<file path="src/rtl/oled_pkg.sv">
// SSD1306 driver shared definitions: FSM states, opcodes, init ROM, address window.
// Latency: none (declarations and pure functions only).
// Backpressure: n/a.
package oled_pkg;

    typedef enum logic [2:0] {
        ST_RST_LOW  = 3'd0,
        ST_RST_WAIT = 3'd1,
        ST_INIT     = 3'd2,
        ST_ADDR     = 3'd3,
        ST_FETCH    = 3'd4,
        ST_PIXEL    = 3'd5,
        ST_GAP      = 3'd6
    } state_t;

    localparam logic [7:0] DISP_OFF     = 8'hAE;
    localparam logic [7:0] DISP_ON      = 8'hAF;
    localparam logic [7:0] SET_COL      = 8'h21;
    localparam logic [7:0] SET_PAGE     = 8'h22;
    localparam logic [7:0] SET_CONTRAST = 8'h81;

    localparam int INIT_LEN    = 25;
    localparam int PIXEL_BYTES = 1024;

    // Power-up command sequence, sent once after every reset.
    function automatic logic [7:0] init_rom(input logic [4:0] idx);
        logic [7:0] b;
        case (idx)
            5'd0:    b = DISP_OFF;
            5'd1:    b = 8'hD5;
            5'd2:    b = 8'h80;
            5'd3:    b = 8'hA8;
            5'd4:    b = 8'h3F;
            5'd5:    b = 8'hD3;
            5'd6:    b = 8'h00;
            5'd7:    b = 8'h40;
            5'd8:    b = 8'h8D;
            5'd9:    b = 8'h14;
            5'd10:   b = 8'h20;
            5'd11:   b = 8'h00;
            5'd12:   b = 8'hA1;
            5'd13:   b = 8'hC8;
            5'd14:   b = 8'hDA;
            5'd15:   b = 8'h12;
            5'd16:   b = SET_CONTRAST;
            5'd17:   b = 8'hCF;
            5'd18:   b = 8'hD9;
            5'd19:   b = 8'hF1;
            5'd20:   b = 8'hDB;
            5'd21:   b = 8'h40;
            5'd22:   b = 8'hA4;
            5'd23:   b = 8'hA6;
            default: b = DISP_ON;
        endcase
        return b;
    endfunction

    // Full-screen column/page window sent ahead of every frame.
    function automatic logic [7:0] win_byte(input logic [2:0] idx);
        logic [7:0] b;
        case (idx)
            3'd0:    b = SET_COL;
            3'd2:    b = 8'h7F;
            3'd3:    b = SET_PAGE;
            3'd5:    b = 8'h07;
            default: b = 8'h00;
        endcase
        return b;
    endfunction

endpackage

</file>
<file path="src/rtl/spi_byte_tx.sv">
// Single-byte SPI mode-0 transmitter: cs_n/sclk/mosi generation with CLK_DIV half-period divider.
// Latency: outputs change the clk after load_i; done_o is high in the last of 17*CLK_DIV busy clks.
// Backpressure: load_i is honoured only while idle; caller waits for done_o before the next load.
module spi_byte_tx
    import oled_pkg::*;
#(
    parameter int CLK_DIV = 4
) (
    input  logic       clk_i,
    input  logic       rst_i,
    input  logic       load_i,
    input  logic [7:0] dat_i,
    input  logic       dc_i,
    output logic       done_o,
    output logic       sclk_o,
    output logic       mosi_o,
    output logic       cs_n_o,
    output logic       dc_o
);

    localparam int DIV_W = (CLK_DIV > 2) ? $clog2(CLK_DIV) : 1;

    logic             busy_q;
    logic [DIV_W-1:0] div_q;
    logic [4:0]       half_q;   // 0..15 shifting halves, 16 = cs_n high tail
    logic [7:0]       sh_q;
    logic             sclk_q;
    logic             mosi_q;
    logic             cs_n_q;
    logic             dc_q;
    logic             last_div;

    assign last_div = (div_q == DIV_W'(CLK_DIV - 1));
    assign done_o   = busy_q && last_div && (half_q == 5'd16);
    assign sclk_o   = sclk_q;
    assign mosi_o   = mosi_q;
    assign cs_n_o   = cs_n_q;
    assign dc_o     = dc_q;

    always_ff @(posedge clk_i) begin
        if (rst_i) begin
            busy_q <= 1'b0;
            div_q  <= '0;
            half_q <= '0;
            sh_q   <= '0;
            sclk_q <= 1'b0;
            mosi_q <= 1'b0;
            cs_n_q <= 1'b1;
            dc_q   <= 1'b0;
        end else if (load_i && !busy_q) begin
            busy_q <= 1'b1;
            div_q  <= '0;
            half_q <= '0;
            sh_q   <= dat_i;
            mosi_q <= dat_i[7];
            sclk_q <= 1'b0;
            cs_n_q <= 1'b0;
            dc_q   <= dc_i;
        end else if (busy_q) begin
            if (last_div) begin
                div_q <= '0;
                if (half_q == 5'd16) begin
                    busy_q <= 1'b0;
                end else begin
                    half_q <= half_q + 5'd1;
                    if (half_q == 5'd15) begin
                        // final falling edge: release the bus for one half period
                        sclk_q <= 1'b0;
                        cs_n_q <= 1'b1;
                        mosi_q <= 1'b0;
                    end else if (!half_q[0]) begin
                        sclk_q <= 1'b1;
                    end else begin
                        // falling edge: present the next bit
                        sclk_q <= 1'b0;
                        sh_q   <= {sh_q[6:0], 1'b0};
                        mosi_q <= sh_q[6];
                    end
                end
            end else begin
                div_q <= div_q + DIV_W'(1);
            end
        end
    end

endmodule

</file>
<file path="src/rtl/oled_spi_driver.sv">
// SSD1306 128x64 4-wire SPI driver: panel reset, init ROM, then endless address-window + 1024-pixel frames.
// Latency: data_in is latched 2 clks after byte_counter changes; each byte slot is 17*CLK_DIV+3 clks.
// Backpressure: none; the upstream must follow byte_counter with a 1-clk registered data_in.
// Option OLED_CONTRAST_EN: adds port contrast[7:0]; the window becomes 81 <contrast> 21 00 7F 22 00 07.
// Ports: clk/rst (sync, active-high), data_in pixel byte, byte_counter pixel index, oled_* panel pins,
//        frame_start 1-clk pulse on the load clk of pixel 0.
module oled_spi_driver
    import oled_pkg::*;
#(
    parameter int CLK_DIV    = 4,
    parameter int RST_CYCLES = 270000,
    parameter int FRAME_GAP  = 0
) (
    input  logic       clk,
    input  logic       rst,
`ifdef OLED_CONTRAST_EN
    input  logic [7:0] contrast,
`endif
    input  logic [7:0] data_in,
    output logic [9:0] byte_counter,
    output logic       oled_sclk,
    output logic       oled_mosi,
    output logic       oled_cs_n,
    output logic       oled_dc,
    output logic       oled_res_n,
    output logic       frame_start
);

`ifdef OLED_CONTRAST_EN
    localparam int ADDR_LEN = 8;
`else
    localparam int ADDR_LEN = 6;
`endif

    state_t      state_q, state_d;
    logic [1:0]  ph_q, ph_d;          // slot phase: 0,1 settle, 2 load, 3 wait for done
    logic [4:0]  idx_q, idx_d;
    logic [31:0] cnt_q, cnt_d;
    logic [9:0]  byte_counter_q, byte_counter_d;
    logic        first_q, first_d;    // next FETCH is pixel 0: counter already at 0
    logic        res_n_q, res_n_d;
    logic        frame_start_q, frame_start_d;

    logic        tx_load;
    logic [7:0]  tx_dat;
    logic        tx_dc;
    logic        tx_done;
    logic [7:0]  addr_dat;

`ifdef OLED_CONTRAST_EN
    logic [7:0]  contrast_q;

    always_comb begin
        addr_dat = win_byte(3'(idx_q - 5'd2));
        if (idx_q == 5'd0) addr_dat = SET_CONTRAST;
        if (idx_q == 5'd1) addr_dat = contrast_q;
    end

    // Contrast is frozen for a whole frame by sampling only when a window starts.
    always_ff @(posedge clk) begin
        if (rst) begin
            contrast_q <= 8'hCF;
        end else if (state_d == ST_ADDR && state_q != ST_ADDR) begin
            contrast_q <= contrast;
        end
    end
`else
    assign addr_dat = win_byte(idx_q[2:0]);
`endif

    always_ff @(posedge clk) begin
        if (rst) begin
            state_q        <= ST_RST_LOW;
            ph_q           <= 2'd0;
            idx_q          <= 5'd0;
            cnt_q          <= 32'd0;
            byte_counter_q <= 10'd0;
            first_q        <= 1'b0;
            res_n_q        <= 1'b0;
            frame_start_q  <= 1'b0;
        end else begin
            state_q        <= state_d;
            ph_q           <= ph_d;
            idx_q          <= idx_d;
            cnt_q          <= cnt_d;
            byte_counter_q <= byte_counter_d;
            first_q        <= first_d;
            res_n_q        <= res_n_d;
            frame_start_q  <= frame_start_d;
        end
    end

    always_comb begin
        state_d        = state_q;
        ph_d           = ph_q;
        idx_d          = idx_q;
        cnt_d          = cnt_q;
        byte_counter_d = byte_counter_q;
        first_d        = first_q;
        res_n_d        = res_n_q;
        frame_start_d  = 1'b0;
        tx_load        = 1'b0;
        tx_dat         = 8'h00;
        tx_dc          = 1'b0;

        case (state_q)
            ST_RST_LOW: begin
                res_n_d = 1'b0;
                if (cnt_q == 32'(RST_CYCLES - 1)) begin
                    cnt_d   = 32'd0;
                    res_n_d = 1'b1;
                    state_d = ST_RST_WAIT;
                end else begin
                    cnt_d = cnt_q + 32'd1;
                end
            end
            ST_RST_WAIT: begin
                if (cnt_q == 32'(RST_CYCLES - 1)) begin
                    // First init byte launches from the final wait clk so CS falls as the wait expires.
                    cnt_d   = 32'd0;
                    tx_load = 1'b1;
                    tx_dat  = init_rom(5'd0);
                    idx_d   = 5'd0;
                    ph_d    = 2'd3;
                    state_d = ST_INIT;
                end else begin
                    cnt_d = cnt_q + 32'd1;
                end
            end
            ST_INIT: begin
                case (ph_q)
                    2'd2: begin
                        tx_load = 1'b1;
                        tx_dat  = init_rom(idx_q);
                        ph_d    = 2'd3;
                    end
                    2'd3: begin
                        if (tx_done) begin
                            ph_d = 2'd0;
                            if (idx_q == 5'(INIT_LEN - 1)) begin
                                idx_d   = 5'd0;
                                state_d = ST_ADDR;
                            end else begin
                                idx_d = idx_q + 5'd1;
                            end
                        end
                    end
                    default: ph_d = ph_q + 2'd1;
                endcase
            end
            ST_ADDR: begin
                case (ph_q)
                    2'd2: begin
                        tx_load = 1'b1;
                        tx_dat  = addr_dat;
                        ph_d    = 2'd3;
                    end
                    2'd3: begin
                        if (tx_done) begin
                            ph_d = 2'd0;
                            if (idx_q == 5'(ADDR_LEN - 1)) begin
                                idx_d   = 5'd0;
                                first_d = 1'b1;
                                state_d = ST_FETCH;
                            end else begin
                                idx_d = idx_q + 5'd1;
                            end
                        end
                    end
                    default: ph_d = ph_q + 2'd1;
                endcase
            end
            ST_FETCH: begin
                if (!first_q) byte_counter_d = byte_counter_q + 10'd1;
                first_d = 1'b0;
                ph_d    = 2'd1;
                state_d = ST_PIXEL;
            end
            ST_PIXEL: begin
                case (ph_q)
                    2'd2: begin
                        // two clks after the counter update: upstream data is now valid
                        tx_load       = 1'b1;
                        tx_dat        = data_in;
                        tx_dc         = 1'b1;
                        frame_start_d = (byte_counter_q == 10'd0);
                        ph_d          = 2'd3;
                    end
                    2'd3: begin
                        if (tx_done) begin
                            ph_d = 2'd0;
                            if (byte_counter_q == 10'(PIXEL_BYTES - 1)) begin
                                byte_counter_d = 10'd0;
                                cnt_d          = 32'd0;
                                state_d        = (FRAME_GAP == 0) ? ST_ADDR : ST_GAP;
                            end else begin
                                state_d = ST_FETCH;
                            end
                        end
                    end
                    default: ph_d = 2'd2;
                endcase
            end
            ST_GAP: begin
                if (cnt_q == 32'(FRAME_GAP - 1)) begin
                    cnt_d   = 32'd0;
                    ph_d    = 2'd0;
                    state_d = ST_ADDR;
                end else begin
                    cnt_d = cnt_q + 32'd1;
                end
            end
            default: state_d = ST_RST_LOW;
        endcase
    end

    spi_byte_tx #(
        .CLK_DIV (CLK_DIV)
    ) u_tx (
        .clk_i  (clk),
        .rst_i  (rst),
        .load_i (tx_load),
        .dat_i  (tx_dat),
        .dc_i   (tx_dc),
        .done_o (tx_done),
        .sclk_o (oled_sclk),
        .mosi_o (oled_mosi),
        .cs_n_o (oled_cs_n),
        .dc_o   (oled_dc)
    );

    assign byte_counter = byte_counter_q;
    assign oled_res_n   = res_n_q;
    assign frame_start  = frame_start_q;

endmodule

</file>
<file path="config.mk">
export PLATFORM = sky130hd
export DESIGN_NAME = oled_spi_driver
export DESIGN_NICKNAME = d
export VERILOG_FILES = /design/src/rtl/oled_pkg.sv /design/src/rtl/spi_byte_tx.sv /design/src/rtl/oled_spi_driver.sv
export SDC_FILE = /design/constraint.sdc
export NUM_CORES = 1
export LEC_CHECK = 0
export ABC_AREA = 1
export BUFFER_PORTS_ARGS = -buffer_cell sky130_fd_sc_hd__buf_2
export CAP_MARGIN = 20
export CORE_ASPECT_RATIO = 0.6
export CORE_MARGIN = 2
export CORE_UTILIZATION = 62
export DETAILED_ROUTE_END_ITERATION = 10
export PLACE_DENSITY_LB_ADDON = 0.25
export SYNTH_ARGS = -nofsm -noshare
export SYNTH_HDL_FRONTEND = slang
export SYNTH_SLANG_ARGS = --single-unit
</file>
<file path="constraint.sdc">
create_clock -name clk -period 3.3 [get_ports clk]
set_input_delay 0.33 -clock clk [delete_from_list [all_inputs] [get_ports clk]]
set_output_delay 0.33 -clock clk [all_outputs]
set_load 0.005 [all_outputs]
</file>
After elaboration in Yosys (flattened, before gate mapping)
Memories as Yosys holds them, arrays and structs flattened. A register that Yosys moved wholly into a read port is not among the register bits.
Index checks and enable logic that the tools add are counted.
{ "classes": {"n_addsub": 6, "eq_ne": 34, "n_mux": 78, "bitwise_logic": 3, "n_reduce_logical": 32} }
{ "ops": {"columns": ["operator", "count"], "rows": [
  ["32-bit two-way mux", 5],
  ["32-bit case mux with 3 select lines", 1],
  ["5-bit two-way mux", 9],
  ["7-bit two-way mux", 6],
  ["10-bit two-way mux", 4],
  ["3-bit two-way mux", 12],
  ["32-bit by 1-bit adder with 32-bit output, second input constant", 1],
  ["32-bit by 19-bit == test with 1-bit output, second input constant", 1],
  ["32-bit == test, second input constant", 1],
  ["8-bit two-way mux", 4],
  ["8-bit case mux with 4 select lines", 1],
  ["2-bit != test, second input constant", 14],
  ["7-bit case mux with 4 select lines", 1],
  ["1-bit two-way mux", 23],
  ["3-bit case mux with 7 select lines", 1],
  ["10-bit case mux with 2 select lines", 1],
  ["4-bit AND reduction", 4],
  ["5-bit case mux with 3 select lines", 1],
  ["3-bit by 2-bit == test with 1-bit output, second input constant", 4],
  ["3-bit == test, second input constant", 4],
  ["2-bit nonzero test", 6],
  ["11-bit AND reduction", 1],
  ["10-bit by 1-bit adder with 10-bit output, second input constant", 1],
  ["5-bit by 1-bit adder with 5-bit output, second input constant", 2],
  ["24 further kinds", 45]
]} }
{ "totals": {"reg_bits": 74, "mem_bits_ro": 256, "in_bits": 10, "output_inout_bits": 16, "word_cells": 170, "n_memories": 1} }
{ "mem_list": {"columns": ["memory", "words", "width", "read_ports", "rd_ports_with_merged_regs", "write_ports", "line_no", "rtl"], "rows": [
  ["(no name shown)", 32, 8, 1, 1, 0, "oled_pkg.sv:28", "case (idx)"]
]} }

Longest topological paths before layout
{ "logic_depth": {"ltp_word": 8, "depth_mapped": 19, "depth_no_buf": 19} }

Modules after synthesis
From an unflattened synthesis, not the netlist that was laid out.
{ "unflattened": {"cells_unflattened": 839, "area_unflattened_um2": 5459.0} }
{ "by_module_without_submodules": {"columns": ["module", "instances", "cells_each", "area_each_um2", "seq_area_each_um2"], "rows": [
  ["oled_spi_driver", 1, 696, 4416.7, 1261.2],
  ["spi_byte_tx", 1, 143, 1042.2, 380.4]
]} }

Least setup slack after synthesis
OpenSTA, ideal clock, no wires.
{ "synth_timing": {"path_type": "reg2reg", "from": "register u_tx.half_q[0]", "to": "register (tool-made name)", "setup_ns": 0.112, "arrival_time_ns": 2.225, "required_time_ns": 3.188, "slack_ns": 0.963, "path_stages_with_launch": 18, "n_path_buf": 0, "period_less_slack_ns": 2.337, "path_cell_list": "dfxtp_1 -> inv_1 -> ha_1 -> nand2_1 -> nor3_4 -> inv_1 -> a21oi_4 -> nand2_2 -> nand2_1 -> nand3_1 -> inv_1 -> ha_1 -> inv_1 -> nand3_1 -> nand2_1 -> nand2_1 -> nand2_1 -> nand2_1"} }
{ "synth_rtl": {"columns": ["element", "line_no", "rtl"], "rows": [
  ["start: declaration", "spi_byte_tx.sv:25", "logic [4:0] half_q;"],
  ["start signal: assignment", "spi_byte_tx.sv:65", "half_q <= half_q + 5'd1;"]
]} }

==> flow_metrics.env <==
export IMPL_via_per_inst=5.76
export IMPL_dp_hpwl_um=10700
export IMPL_drc=0
export IMPL_antenna_found_initial=0
export IMPL_ys_types=45
export IMPL_min_from="data_in[0]"
export IMPL_rsz0062_at_grt="no"
export IMPL_track_usage=0.302
export IMPL_finalHoldViolations=0
export IMPL_routedWlPerCell_um=14.5
export IMPL_die_area_um2=9460
export IMPL_wl_um=14000
export IMPL_critPathLaunchType="flop"
export IMPL_antenna_left=0
export IMPL_power_density_nw_per_um2=338
export IMPL_die_y_um=76.1
export IMPL_peakVddDrop_v=0.000300
export IMPL_arrival_ns=3.00
export IMPL_cts_htree_levels=3
export IMPL_p_leak_nw=2.56
export IMPL_synth_fp_nets=851
export IMPL_clock_latency_ns=0.34
export IMPL_clkTransAtPathRegs_ns=0.06
export IMPL_fin_nets=877
export IMPL_r2r_start="u_tx.half_q[0]"
export IMPL_post_cts_setup_buffers=0
export IMPL_hold_buffers=0
export IMPL_antenna_cells=0
export IMPL_drive_gt1_frac=0.137
export IMPL_grt_pass1_wl_um=23800
export IMPL_post_route_period_util=0.838
export IMPL_max_slew_margin=0.626
export IMPL_end_kind="flop"
export IMPL_synth_seq_area_share=0.305
export IMPL_ios=26
export IMPL_grt_max_degree=21
export IMPL_final_setup_viol_count=0
export IMPL_first_pass_iters=5
export IMPL_first_global_vias=5070
export IMPL_ys_flop_type="dfxtp_1"
export IMPL_crit_fanout=5
export IMPL_cts_tree="yes"
export IMPL_drt_iter0_drc=484
export IMPL_die_w_um=124
export IMPL_fmax_mhz=362
export IMPL_cts_resized=0
export IMPL_synth_seq_cells=82
export IMPL_synth_edff_count=0
export IMPL_drv_cap=0
export IMPL_slew_violations=0
export IMPL_cts_buffers=9
export IMPL_clockRootBuffer="clkbuf_16"
export IMPL_hold_path_class="in2reg"
export IMPL_rows=26
export IMPL_io_buffers=25
export IMPL_rrSetupSlack_ns=0.53
export IMPL_fin_tns_setup_ns=0
export IMPL_min_delay_path_depth=4
export IMPL_cp_required_ns=3.54
export IMPL_core_region_area_um2=8460
export IMPL_ys_warnings_count=0
export IMPL_fin_crit_ns=2.77
export IMPL_power_mw=1.98
export IMPL_vias=5568
export IMPL_fin_skew_ns=0.00790
export IMPL_ff2ff_path_depth=17
export IMPL_clock_path_buffers=2
export IMPL_worstHoldEndpoint="u_tx.sh_q[0]"
export IMPL_status="finished clean"
export IMPL_syn2layout_area_growth_pct=8.82
export IMPL_tightest_slew_ns=0.560
export IMPL_ys_async_sr_fraction=0
export IMPL_critPathKind="reg2reg"
export IMPL_postSynthAreaPerCell_um2=6.53
export IMPL_grt_overflow=0
export IMPL_cts_sinks=82
export IMPL_initial_core_util=0.636
export IMPL_syn_inst=823
export IMPL_netlist_area_um2=5380
export IMPL_gp_congestion=0.975
==> flip-flops by register name, indices dropped and copies added, names as in the netlist, named ones only <==
| name | count |
|---|---|
| oled_res_n | 1 |
| u_tx.cs_n_o | 1 |
| u_tx.sh_q | 7 |
| u_tx.sclk_o | 1 |
| first_q | 1 |
| u_tx.div_q | 2 |
| u_tx.dc_o | 1 |
| u_tx.half_q | 5 |
| frame_start | 1 |
| byte_counter | 10 |
| ph_q | 2 |
| idx_q | 5 |
| u_tx.mosi_o | 1 |
| cnt_q | 32 |
| state_q | 3 |
| u_tx.busy_q | 1 |
==> worst max path at each step <==
stage | from | end | cells after the start
finish | u_tx.half_q[0] | flop | 17
global route | u_tx.half_q[0] | flop | 18
CTS | u_tx.half_q[0] | flop | 17
detailed placement | u_tx.half_q[0] | flop | 17
global placement | u_tx.half_q[0] | flop | 18
floorplan | u_tx.half_q[0] | flop | 17
==> power by group <==
group	internal (mW)	leakage, nW	total (mW)	switching, mW
Clock	0.515	0.132	0.943	0.428
Sequential	0.993	0.661	0.996	0.00287
Combinational	0.0123	1.76	0.0404	0.0281
Total	1.52	2.56	1.98	0.459
==> worst max-delay path, stage by stage, from the launching register on <==
cell     delay, ns
dfxtp_1       0.35
inv_1         0.15
ha_1          0.16
nand2_1       0.10
nor3_4        0.29
inv_1         0.13
a21oi_4       0.20
nand2_2       0.11
nand2_1       0.07
nand3_1       0.19
inv_1         0.21
ha_1          0.25
inv_1         0.08
nand3_1       0.12
nand2_1       0.10
nand2_1       0.05
nand2_1       0.06
nand2_1       0.05
==> per-stage QoR <==
| stage | instance area [µm²] | utilization | cells | worst slack (ns) | hold slack (ns) |
|---|---|---|---|---|---|
| after floorplan | 5380 | - | 823 | 0.963 | 0.430 |
| after global placement | 5570 | 0.659 | 950 | 0.726 | 0.448 |
| after detailed placement | 5570 | 0.659 | 950 | 0.586 | 0.449 |
| after CTS | 5850 | 0.692 | 966 | 0.570 | 0.389 |
| after global routing | 5850 | 0.692 | 966 | 0.288 | 0.442 |
| final | 5850 | 0.692 | 966 | 0.535 | 0.396 |
==> layout make-up <==
type                    instances  area (µm²)
repair buffers                 27         140
clock buffers                   9         225
inverters                     120         455
clock inverters                 7        55.1
multi-input cells             609        3190
well taps                     112         140
fillers                       748        2610
flip-flops and latches         82        1640
==> synthesized netlist by cell type, drive strengths merged, types with 2 or more instances <==
library cell	instances	area [µm²]
o2111ai	3	26.3
a21oi	40	211
a22oi	4	30.0
or2	3	18.8
o211ai	5	37.5
o21ai	36	188
inv	120	455
nand3	75	450
nor3	43	259
nor3b	6	45.0
ha	18	225
a211oi	4	30.0
dfxtp	82	1640
xor2	6	52.6
o21a	2	15.0
clkbuf	3	11.3
a31oi	5	31.3
nand2	232	956
nor4	5	31.3
nand4	10	75.1
buf	9	75.1
nor2	105	452
==> layer usage <==
metal	global-route usage	up-vias	part of all wire
li1	-	2719	-
met1	0.447	2533	0.48
met2	0.444	305	0.41
met3	0.0765	11	0.11
met4	0.0596	0	0.0061
met5	0	-	0
==> placed cells by master (no fill, tap or decap), types with 2 or more instances in the layout <==
| cell type | n |
|---|---|
| nand2_1 | 210 |
| inv_1 | 103 |
| nor2_1 | 92 |
| dfxtp_1 | 82 |
| nand3_1 | 66 |
| a21oi_1 | 39 |
| nor3_1 | 38 |
| o21ai_0 | 26 |
| buf_2 | 25 |
| ha_1 | 18 |
| nand2_2 | 16 |
| inv_2 | 15 |
| clkbuf_16 | 9 |
| nor2_2 | 8 |
| nand4_1 | 8 |
| o21ai_1 | 8 |
| nand2_4 | 6 |
| nor3b_1 | 6 |
| xor2_1 | 6 |
| nor2_4 | 5 |
| nand3_2 | 5 |
| nor4_1 | 5 |
| a31oi_1 | 5 |
| o211ai_1 | 5 |
| nand3_4 | 4 |
| a22oi_1 | 4 |
| a211oi_1 | 4 |
| nor3_4 | 3 |
| o2111ai_1 | 3 |
| or2_2 | 3 |
| clkinv_4 | 3 |
| inv_4 | 2 |
| nand4_2 | 2 |
| o21ai_2 | 2 |
| nor3_2 | 2 |
| o21a_1 | 2 |
| clkinvlp_4 | 2 |
| buf_4 | 2 |
==> kinds of logic after synthesis <==
logic type | after synthesis | share of synthesized area
adders and majority gates | 18 | 0.0419
buffers and inverters | 132 | 0.101
AOI/OAI and AO/OA | 103 | 0.113
DFF | 82 | 0.305
xor gates and xnor gates | 7 | 0.0114
and+or+nand+nor | 481 | 0.428
No activity file was read; power rests on OpenSTA's default activity.
